## src/rtl/bit_seq_ctrl_pkg.sv

```systemverilog
// Shared types and constants for the step-pattern sequencer: FSM state
// encoding, default geometry and the six-step power-on pattern table.
package bit_seq_pkg;

   localparam int DEF_OUT_W     = 8;
   localparam int DEF_MAX_STEPS = 8;
   localparam int DEF_DIV_W     = 16;
   localparam int DEF_DEAD_W    = 4;

   typedef enum logic [1:0] {
      ST_IDLE = 2'd0,
      ST_RUN  = 2'd1,
      ST_DEAD = 2'd2
   } state_e;

   // Six-step commutation patterns; unused tail entries stay dark.
   localparam logic [7:0] DEFAULT_TABLE [DEF_MAX_STEPS] = '{
      8'h90, 8'h18, 8'h48, 8'h60, 8'h24, 8'h84, 8'h00, 8'h00
   };

   function automatic logic [7:0] default_entry(input int idx);
      logic [7:0] v;
      v = 8'h00;
      for (int i = 0; i < DEF_MAX_STEPS; i++) begin
         if (i == idx) v = DEFAULT_TABLE[i];
      end
      return v;
   endfunction

endpackage

```

## src/rtl/bit_seq_ctrl_if.sv

```systemverilog
// Configuration, table-write and status bundle between the pin wrapper
// (master) and the sequencer (slave).
interface bit_seq_ctrl_if #(
   parameter int OUT_W     = bit_seq_pkg::DEF_OUT_W,
   parameter int MAX_STEPS = bit_seq_pkg::DEF_MAX_STEPS,
   parameter int DIV_W     = bit_seq_pkg::DEF_DIV_W,
   parameter int DEAD_W    = bit_seq_pkg::DEF_DEAD_W
) ();

   localparam int IDX_W = $clog2(MAX_STEPS);

   logic              en;
   logic              dir;
   logic [DIV_W-1:0]  div;
   logic [DEAD_W-1:0] dead;
   logic [IDX_W-1:0]  last_idx;
   logic              wr_en;
   logic [IDX_W-1:0]  wr_addr;
   logic [OUT_W-1:0]  wr_data;
   logic [OUT_W-1:0]  out;
   logic [IDX_W-1:0]  step_idx;
   logic              step_pulse;
   logic              busy;

   modport master (
      output en, dir, div, dead, last_idx, wr_en, wr_addr, wr_data,
      input  out, step_idx, step_pulse, busy
   );

   modport slave (
      input  en, dir, div, dead, last_idx, wr_en, wr_addr, wr_data,
      output out, step_idx, step_pulse, busy
   );

endinterface

```

## src/rtl/bit_seq_ctrl_table.sv

```systemverilog
// Pattern register file: one synchronous write port, one combinational read
// port with write-through so a same-cycle write is visible to the reader.
module bit_seq_table
   import bit_seq_pkg::*;
#(
   parameter int OUT_W     = DEF_OUT_W,
   parameter int MAX_STEPS = DEF_MAX_STEPS,
   localparam int IDX_W    = $clog2(MAX_STEPS)
) (
   input  logic             clk,
   input  logic             rst_n,
   input  logic             wr_en,
   input  logic [IDX_W-1:0] wr_addr,
   input  logic [OUT_W-1:0] wr_data,
   input  logic [IDX_W-1:0] rd_addr,
   output logic [OUT_W-1:0] rd_data
);

   logic [OUT_W-1:0] tbl_q [MAX_STEPS];
   logic [OUT_W-1:0] tbl_d [MAX_STEPS];

   always_comb begin
      tbl_d = tbl_q;
      if (wr_en) tbl_d[wr_addr] = wr_data;
   end

   assign rd_data = tbl_d[rd_addr];

   always_ff @(posedge clk or negedge rst_n) begin
      if (!rst_n) begin
         for (int i = 0; i < MAX_STEPS; i++) begin
            tbl_q[i] <= OUT_W'(default_entry(i));
         end
      end else begin
         tbl_q <= tbl_d;
      end
   end

endmodule

```

## src/rtl/bit_seq_ctrl.sv

```systemverilog
// Step-pattern sequencer: walks table entries 0..last_idx at div+1 cycles per
// step, optional dead-time blanking between steps, 1-cycle enable latency.
module bit_seq_ctrl
   import bit_seq_pkg::*;
#(
   parameter int OUT_W     = DEF_OUT_W,
   parameter int MAX_STEPS = DEF_MAX_STEPS,
   parameter int DIV_W     = DEF_DIV_W,
   parameter int DEAD_W    = DEF_DEAD_W
) (
   input  logic          clk,
   input  logic          rst_n,
   bit_seq_ctrl_if.slave bus
);

   localparam int IDX_W = $clog2(MAX_STEPS);

   state_e            state_q, state_d;
   logic [DIV_W-1:0]  pc_q, pc_d;
   logic [DEAD_W-1:0] dc_q, dc_d;
   logic [IDX_W-1:0]  idx_q, idx_d;
   logic [OUT_W-1:0]  out_q, out_d;
   logic              pulse_q, pulse_d;

   logic              at_wrap;
   logic [IDX_W-1:0]  nxt_idx;
   logic [IDX_W-1:0]  rd_addr;
   logic [OUT_W-1:0]  rd_data;

   // Out-of-range indices (after last_idx shrinks) fold back on the next advance.
   function automatic logic [IDX_W-1:0] next_index(input logic [IDX_W-1:0] idx,
                                                   input logic [IDX_W-1:0] last,
                                                   input logic             rev);
      if (!rev) return (idx >= last) ? '0 : idx + IDX_W'(1);
      return (idx == '0 || idx > last) ? last : idx - IDX_W'(1);
   endfunction

   assign at_wrap = (pc_q == bus.div);
   assign nxt_idx = next_index(idx_q, bus.last_idx, bus.dir);
   assign rd_addr = (state_q == ST_RUN && at_wrap) ? nxt_idx : idx_q;

   bit_seq_table #(
      .OUT_W     (OUT_W),
      .MAX_STEPS (MAX_STEPS)
   ) u_table (
      .clk     (clk),
      .rst_n   (rst_n),
      .wr_en   (bus.wr_en),
      .wr_addr (bus.wr_addr),
      .wr_data (bus.wr_data),
      .rd_addr (rd_addr),
      .rd_data (rd_data)
   );

   always_comb begin
      state_d = state_q;
      pc_d    = pc_q;
      dc_d    = dc_q;
      idx_d   = idx_q;
      out_d   = out_q;
      pulse_d = 1'b0;

      if (!bus.en) begin
         state_d = ST_IDLE;
         out_d   = '0;
         pc_d    = '0;
         dc_d    = '0;
      end else begin
         case (state_q)
            ST_IDLE: begin
               out_d   = rd_data;
               pc_d    = '0;
               state_d = ST_RUN;
            end
            ST_RUN: begin
               // Re-reading every cycle lets table writes reach the pins at once.
               pc_d  = pc_q + DIV_W'(1);
               out_d = rd_data;
               if (at_wrap) begin
                  pc_d    = '0;
                  pulse_d = 1'b1;
                  idx_d   = nxt_idx;
                  if (bus.dead != '0) begin
                     out_d   = '0;
                     dc_d    = bus.dead;
                     state_d = ST_DEAD;
                  end
               end
            end
            ST_DEAD: begin
               out_d = '0;
               pc_d  = '0;
               dc_d  = dc_q - DEAD_W'(1);
               if (dc_q <= DEAD_W'(1)) begin
                  out_d   = rd_data;
                  dc_d    = '0;
                  state_d = ST_RUN;
               end
            end
            default: begin
               out_d   = '0;
               state_d = ST_IDLE;
            end
         endcase
      end
   end

   always_ff @(posedge clk or negedge rst_n) begin
      if (!rst_n) begin
         state_q <= ST_IDLE;
         pc_q    <= '0;
         dc_q    <= '0;
         idx_q   <= '0;
         out_q   <= '0;
         pulse_q <= 1'b0;
      end else begin
         state_q <= state_d;
         pc_q    <= pc_d;
         dc_q    <= dc_d;
         idx_q   <= idx_d;
         out_q   <= out_d;
         pulse_q <= pulse_d;
      end
   end

   assign bus.out        = out_q;
   assign bus.step_idx   = idx_q;
   assign bus.step_pulse = pulse_q;
   assign bus.busy       = (state_q != ST_IDLE);

endmodule

```

## src/flat_wrapper.sv

```systemverilog
// flat-port wrapper written by rule: the top's interface ports become plain ports
module bit_seq_ctrl_flat import bit_seq_pkg::*;
#(
   parameter int OUT_W     = DEF_OUT_W,
   parameter int MAX_STEPS = DEF_MAX_STEPS,
   parameter int DIV_W     = DEF_DIV_W,
   parameter int DEAD_W    = DEF_DEAD_W
)
  (clk, rst_n, bus_en, bus_dir, bus_div, bus_dead, bus_last_idx, bus_wr_en, bus_wr_addr, bus_wr_data, bus_out, bus_step_idx, bus_step_pulse, bus_busy);
  bit_seq_ctrl_if #(.OUT_W(OUT_W), .MAX_STEPS(MAX_STEPS), .DIV_W(DIV_W), .DEAD_W(DEAD_W)) bus_i ();
  input  logic clk;
  input  logic rst_n;
  input wire logic [$bits(bus_i.en)-1:0] bus_en;
  input wire logic [$bits(bus_i.dir)-1:0] bus_dir;
  input wire logic [$bits(bus_i.div)-1:0] bus_div;
  input wire logic [$bits(bus_i.dead)-1:0] bus_dead;
  input wire logic [$bits(bus_i.last_idx)-1:0] bus_last_idx;
  input wire logic [$bits(bus_i.wr_en)-1:0] bus_wr_en;
  input wire logic [$bits(bus_i.wr_addr)-1:0] bus_wr_addr;
  input wire logic [$bits(bus_i.wr_data)-1:0] bus_wr_data;
  output wire logic [$bits(bus_i.out)-1:0] bus_out;
  output wire logic [$bits(bus_i.step_idx)-1:0] bus_step_idx;
  output wire logic [$bits(bus_i.step_pulse)-1:0] bus_step_pulse;
  output wire logic [$bits(bus_i.busy)-1:0] bus_busy;
  assign bus_i.en = bus_en;
  assign bus_i.dir = bus_dir;
  assign bus_i.div = bus_div;
  assign bus_i.dead = bus_dead;
  assign bus_i.last_idx = bus_last_idx;
  assign bus_i.wr_en = bus_wr_en;
  assign bus_i.wr_addr = bus_wr_addr;
  assign bus_i.wr_data = bus_wr_data;
  assign bus_out = bus_i.out;
  assign bus_step_idx = bus_i.step_idx;
  assign bus_step_pulse = bus_i.step_pulse;
  assign bus_busy = bus_i.busy;
  bit_seq_ctrl #(.OUT_W(OUT_W), .MAX_STEPS(MAX_STEPS), .DIV_W(DIV_W), .DEAD_W(DEAD_W)) u_core (.clk(clk), .rst_n(rst_n), .bus(bus_i));
endmodule
```

## config.mk

```make
export PLATFORM = sky130hd
export DESIGN_NAME = bit_seq_ctrl_flat
export DESIGN_NICKNAME = d
export VERILOG_FILES = /design/src/rtl/bit_seq_ctrl_pkg.sv /design/src/rtl/bit_seq_ctrl_if.sv /design/src/rtl/bit_seq_ctrl_table.sv /design/src/rtl/bit_seq_ctrl.sv /design/src/flat_wrapper.sv
export SDC_FILE = /design/constraint.sdc
export NUM_CORES = 1
export LEC_CHECK = 0
export BUFFER_PORTS_ARGS = -buffer_cell sky130_fd_sc_hd__buf_2
export CORE_MARGIN = 10
export CORE_UTILIZATION = 47
export DETAILED_ROUTE_END_ITERATION = 12
export GPL_TIMING_DRIVEN = 0
export PLACE_DENSITY = 0.67
export SLEW_MARGIN = 25
export SYNTH_ARGS = -nofsm -noshare
export SYNTH_HDL_FRONTEND = slang
export SYNTH_SLANG_ARGS = --single-unit
```

## constraint.sdc

```tcl
create_clock -name clk -period 7.8 [get_ports clk]
set_input_delay 1.56 -clock clk [delete_from_list [all_inputs] [get_ports clk]]
set_output_delay 1.56 -clock clk [all_outputs]
set_load 0.01 [all_outputs]
```

Word level (Yosys, flattened, before mapping)
Cells that the tools add are included.

$add $sub $neg: 4. Order comparisons: 6. Equal/unequal tests: 8. Multiplexer cells: 32. Bitwise logic cells: 2. Reductions and logical operators: 11.

Operators by type and width (number): $bwmux 64 (1); $mux 64 (1); $mux 8 (7); $mux 16 (2); $pmux 16 s2 (1); $bmux 8 s3 (1); $demux 8 s3 (1); $pmux 8 s3 (1); $add 16x1->16 const B (1); $eq 16x16->1 (1); $mux 4 (4); $mux 3 (4); $ne 3x2->1 const B (3); $reduce_and 3->1 (3); $ge 4x4->1 const B (2); $mux 2 (4); $not 3->4 (2); $pmux 4 s2 (1); $pmux 2 s3 (1); $le 4x1->1 const B (1); $lt 4x1->1 const B (1); $reduce_bool 4->1 (1); $sub 4x1->4 const B (1); $add 3x1->3 const B (1); other kinds (14) (17).

Bits in registers: 98.

Logic depth before layout (Yosys ltp)
Depth in word-level cells: 14. Depth in mapped cells: 11. Gate-level depth less buffers: 10.

By module
A second synthesis with hierarchy kept.

Cell total of the unflattened synthesis: 413. Area, all modules: 4959.8 um^2.

Modules (own cells, without submodules): bit_seq_table (times used 1, cells each 198, area each 2856.5 um^2, sequential area each 1616.6 um^2); bit_seq_ctrl (times used 1, cells each 215, area each 2103.3 um^2, sequential area each 850.8 um^2).

Worst setup path before layout
No wires, ideal clock.

Path type: in2reg. From: input bus_last_idx[1]. To: register u_core.out_q[5] (netlist: u_core.bus.out[5]). Setup time: 0.122 ns. Data arrival time: 3.523 ns. Data required time: 7.678 ns. Path slack: 4.155 ns. Stages on the path: 11. Path buffers: 1. Path through: inv_1 -> ha_1 -> nor2b_1 -> o311a_1 -> nor2_2 -> mux2i_1 -> a22o_1 -> a21o_1 -> buf_2 -> nand2_1 -> a32o_1.

Word-level cells in the longest chain between the ends: 13. Elaborated cells between the ends (all ways): 16.

Ends and longest elaborated chain: from (decl) (line flat_wrapper.sv:17) `input wire logic [$bits(bus_i.last_idx)-1:0] bus_last_idx;`; $gt 3x3->1 (line bit_seq_ctrl.sv:35) `return (idx == '0 || idx > last) ? last : idx - IDX_W'(1);`; $logic_or 1x1->1 (line bit_seq_ctrl.sv:35); $mux 3 (line bit_seq_ctrl.sv:35); $mux 3 (*) (line bit_seq_ctrl.sv:35); $mux 3 (*) (line bit_seq_ctrl.sv:40) `assign rd_addr = (state_q == ST_RUN && at_wrap) ? nxt_idx : idx_q;`; $not 3->4 (implied by the code) (*) (line bit_seq_ctrl_table.sv:27) `assign rd_data = tbl_d[rd_addr];`; $bmux 8 s3 (*) (line bit_seq_ctrl_table.sv:27); $mux 8 (implied by the code) (*) (2 in series) (line bit_seq_ctrl_table.sv:27); $mux 8 (line bit_seq_ctrl.sv:83) `if (bus.dead != '0) begin`; $mux 8 (line bit_seq_ctrl.sv:79) `if (at_wrap) begin`; $pmux 8 s3 (*) (line bit_seq_ctrl.sv:69) `case (state_q)`; $mux 8 (*) (line bit_seq_ctrl.sv:63) `if (!bus.en) begin`; named net u_core.out_d[5] (line bit_seq_ctrl.sv:22) `logic [OUT_W-1:0] out_q, out_d;`; to (signal assigned) (line bit_seq_ctrl.sv:121) `out_q <= out_d;`; to (decl) (line bit_seq_ctrl.sv:22).

Mark *: on every way through the listed nets, which the timed path passes. The rest lies on a longest branch. The select of a mux whose other input is x is not followed. A chain may end at the register's enable or synchronous reset.

Worst setup path after layout
From: input bus_last_idx[1]. To: register u_core.out_q[7] (netlist: u_core.bus.out[7]).

The elaborated chain is that of the path after synthesis.

==> impl_metrics.json <==
{
  "max_slew_margin_pct": 41.22,
  "setup_tns_ps": 0,
  "synth_commonest_cells": "86 x dfrtp_1, 66 x mux2_2, 40 x nand2_1",
  "crit_type": "input pin to register",
  "max_slew.worst_pin.slew_ps": 876.9,
  "synth_flop_cell": "dfrtp_1",
  "h-tree-depth": 3,
  "rsz0062_at_grt": "false",
  "gp_congestion": 0.8575,
  "fin_nets": 557,
  "num_vias": 3539,
  "post_cts_resized": 0,
  "start_kind": "input pin",
  "cts.clk_slew.worst_paths_ps": 90,
  "syn_area_sq_mm": 0.005114,
  "clock_latency_ps": 360,
  "power_density_mw_per_mm2": 194.7,
  "cts_tree": "done",
  "final_max_slew_viol_count": 0,
  "fp.dieArea_sq_mm": 0.01545,
  "skew_ps": 13.42,
  "cts_root_buf": "clkbuf_8",
  "core_region_area_sq_mm": 0.01075,
  "antenna_left": 0,
  "required_ps": 8080,
  "wl_per_cell_um": 17.17,
  "ir_drop_v": 0.0001100,
  "port-buffer-count": 47,
  "synth.most_common_cell": "dfrtp_1",
  "synth.distinct_cells": 51,
  "die_h_um": 124.3,
  "fin_hold_ws_ps": 499.7,
  "dp_slack_ps": 3649,
  "synthArstFlopShare_pct": 100.0,
  "setup_viol": 0,
  "worstSetupEndpointType": "register",
  "regToRegSetupSlack_ps": 4810,
  "dp_cells": 638,
  "status": "complete, no violations",
  "grt_pass1_vias": 3724,
  "grt-ovfl-total": 0,
  "syn_area_per_cell_sq_um": 11.36,
  "post-route-min-period_ps": 3812,
  "ys_warn_count": 0,
  "synth_cells": 450,
  "placementRows": 38,
  "synth.area.top_cells": "dfrtp_1 42%, mux2_2 15%, mux2i_1 6.7%",
  "synth_largest_area_cell": "dfrtp_1",
  "grt_use_total_pct": 14.58,
  "cts_made_buffers": 9,
  "critical_path_peak_fanout": 10,
  "drive_above_1_share_pct": 31.52,
  "cts_buffer_depth": 2,
  "viasPerCell": 5.411,
  "cts-hold-fix-buffers": 0,
  "die_w_um": 124.3,
  "ys_seq_elements": 98,
  "area_growth_pct": 12.21,
  "netlist.area_leader.share_pct": 42.08,
  "start_util_pct": 47.59,
  "drcViolationCount": 0,
  "hp-class": "register to register",
  "syn-num-nets": 498,
  "synth_edf_count": 0,
  "min_period_over_period_pct": 48.87,
  "cts_setup_buffers": 0,
  "final_cells": 654,
  "hold_viol": 0,
  "antenna_found_initial": 0,
  "maxCapViolations": 0,
  "pin_count": 52,
  "cts_sinks": 98,
  "n_antenna_cell": 0,
  "fmax_mhz": 262.3,
  "drt-total-wl_um": 11230,
  "dp_hpwl_um": 7982,
  "cp.arrival_ps": 4090,
  "setup_ws_ps": 3988,
  "grt_max_degree": 75,
  "grt_pass1_wl_um": 19020,
  "yosysSeqAreaShare_pct": 48.25,
  "first_pass_iters": 6,
  "p_leak_nw": 2.751,
  "drt-initial-drc-count": 223
}
==> worst paths after layout <==
path                                                 endpoint  cells past startpoint                                from
setup / recovery                  u_core.bus.out[7]$_DFF_PN0_                     12                     bus_last_idx[1]
hold / removal             u_core.u_table.tbl_q[17]$_DFF_PN0_                      1  u_core.u_table.tbl_q[17]$_DFF_PN0_
setup reg to reg                  u_core.bus.out[7]$_DFF_PN0_                     10  u_core.bus.step_idx[2]$_DFFE_PN0P_
hold reg to reg            u_core.u_table.tbl_q[17]$_DFF_PN0_                      1  u_core.u_table.tbl_q[17]$_DFF_PN0_
max in group asynchronous  u_core.u_table.tbl_q[60]$_DFF_PN1_                      2                               rst_n
min in group asynchronous  u_core.u_table.tbl_q[11]$_DFF_PN0_                      1                               rst_n
==> report_power, final <==
| group | switching (W) | leakage (nW) | internal [W] |
|---|---|---|---|
| sequential | 0.0000196 | 1.20 | 0.000595 |
| clock | 0.000185 | 0.0786 | 0.000120 |
| combinational | 0.0000959 | 1.47 | 0.000101 |
==> worst max-delay path, cell delays in order <==
cell and delay, ps:
buf_2 80, inv_1 50, ha_1 300, nor2b_1 150, o311a_1 330, nor2_2 170
mux2i_1 200, a22o_1 230, a21o_1 300, buf_2 330, mux2i_1 240, o2bb2ai_1 140
==> stage by stage <==
step	utilization, %	total power (W)	cell area (sq um)
3_5_place_dp	51.72	0.0008255	5558
5_1_grt	53.40	0.001184	5738
2_1_floorplan	-	0.0007591	5114
4_1_cts	53.40	0.001135	5738
3_3_place_gp	51.41	0.0008094	5524
6_report	53.40	0.001117	5738
==> placed cells by master, fill, tap and decap left out, types with 3 or more instances in the layout <==
cell	count
nand3_1	6
nor4_1	5
a21oi_1	17
dfrtp_1	86
inv_1	11
o21ai_0	29
a32o_1	7
nor2_1	10
nand2_1	40
xor2_1	18
nor2b_1	7
ha_1	9
buf_2	48
nand4b_1	3
dfstp_2	12
and3_1	12
o211ai_1	3
buf_6	4
mux2i_1	34
o21a_1	4
mux2_2	66
or2_2	3
nand4_1	7
nand2b_1	6
clkbuf_1	13
clkbuf_8	9
clkinvlp_4	4
==> flip-flops by register name (all words and copies together), names as in the netlist <==
name	cells
u_core.u_table.tbl_q	64
u_core.bus.step_pulse	1
u_core.dc_q	4
u_core.bus.step_idx	3
u_core.pc_q	16
u_core.bus.out	8
u_core.state_q	2
==> metal layers <==
layer	GRT usage, %	up-vias	share of wire, %
li1	-	1737	-
met1	19.52	1739	48
met2	23.17	56	48
met3	3.319	7	3.1
met4	3.770	0	0.59
met5	0	-	0
==> area by class of cell <==
class / instances / area [sq um]
plain buffers: 20 / 107.6
clock buffers: 10 / 127.6
clock inverters: 6 / 52.55
fillers: 980 / 5007
inverters: 11 / 41.29
multi-input cells: 321 / 2497
flip-flops and latches: 98 / 2467
well taps: 140 / 175.2
repair buffers: 48 / 269.0
==> kinds of logic after synthesis <==
family	count (synthesis)	synth area share, %
AND/OR/NAND/NOR	114	12.28
multiplexers	100	21.19
flip-flops	98	48.25
AO/OA/AOI/OAI	78	9.739
buffers and inverters	31	2.911
XOR/XNOR	20	3.426
adder cells (fa/ha/maj)	9	2.202
Power figures use the tool's default switching activity.
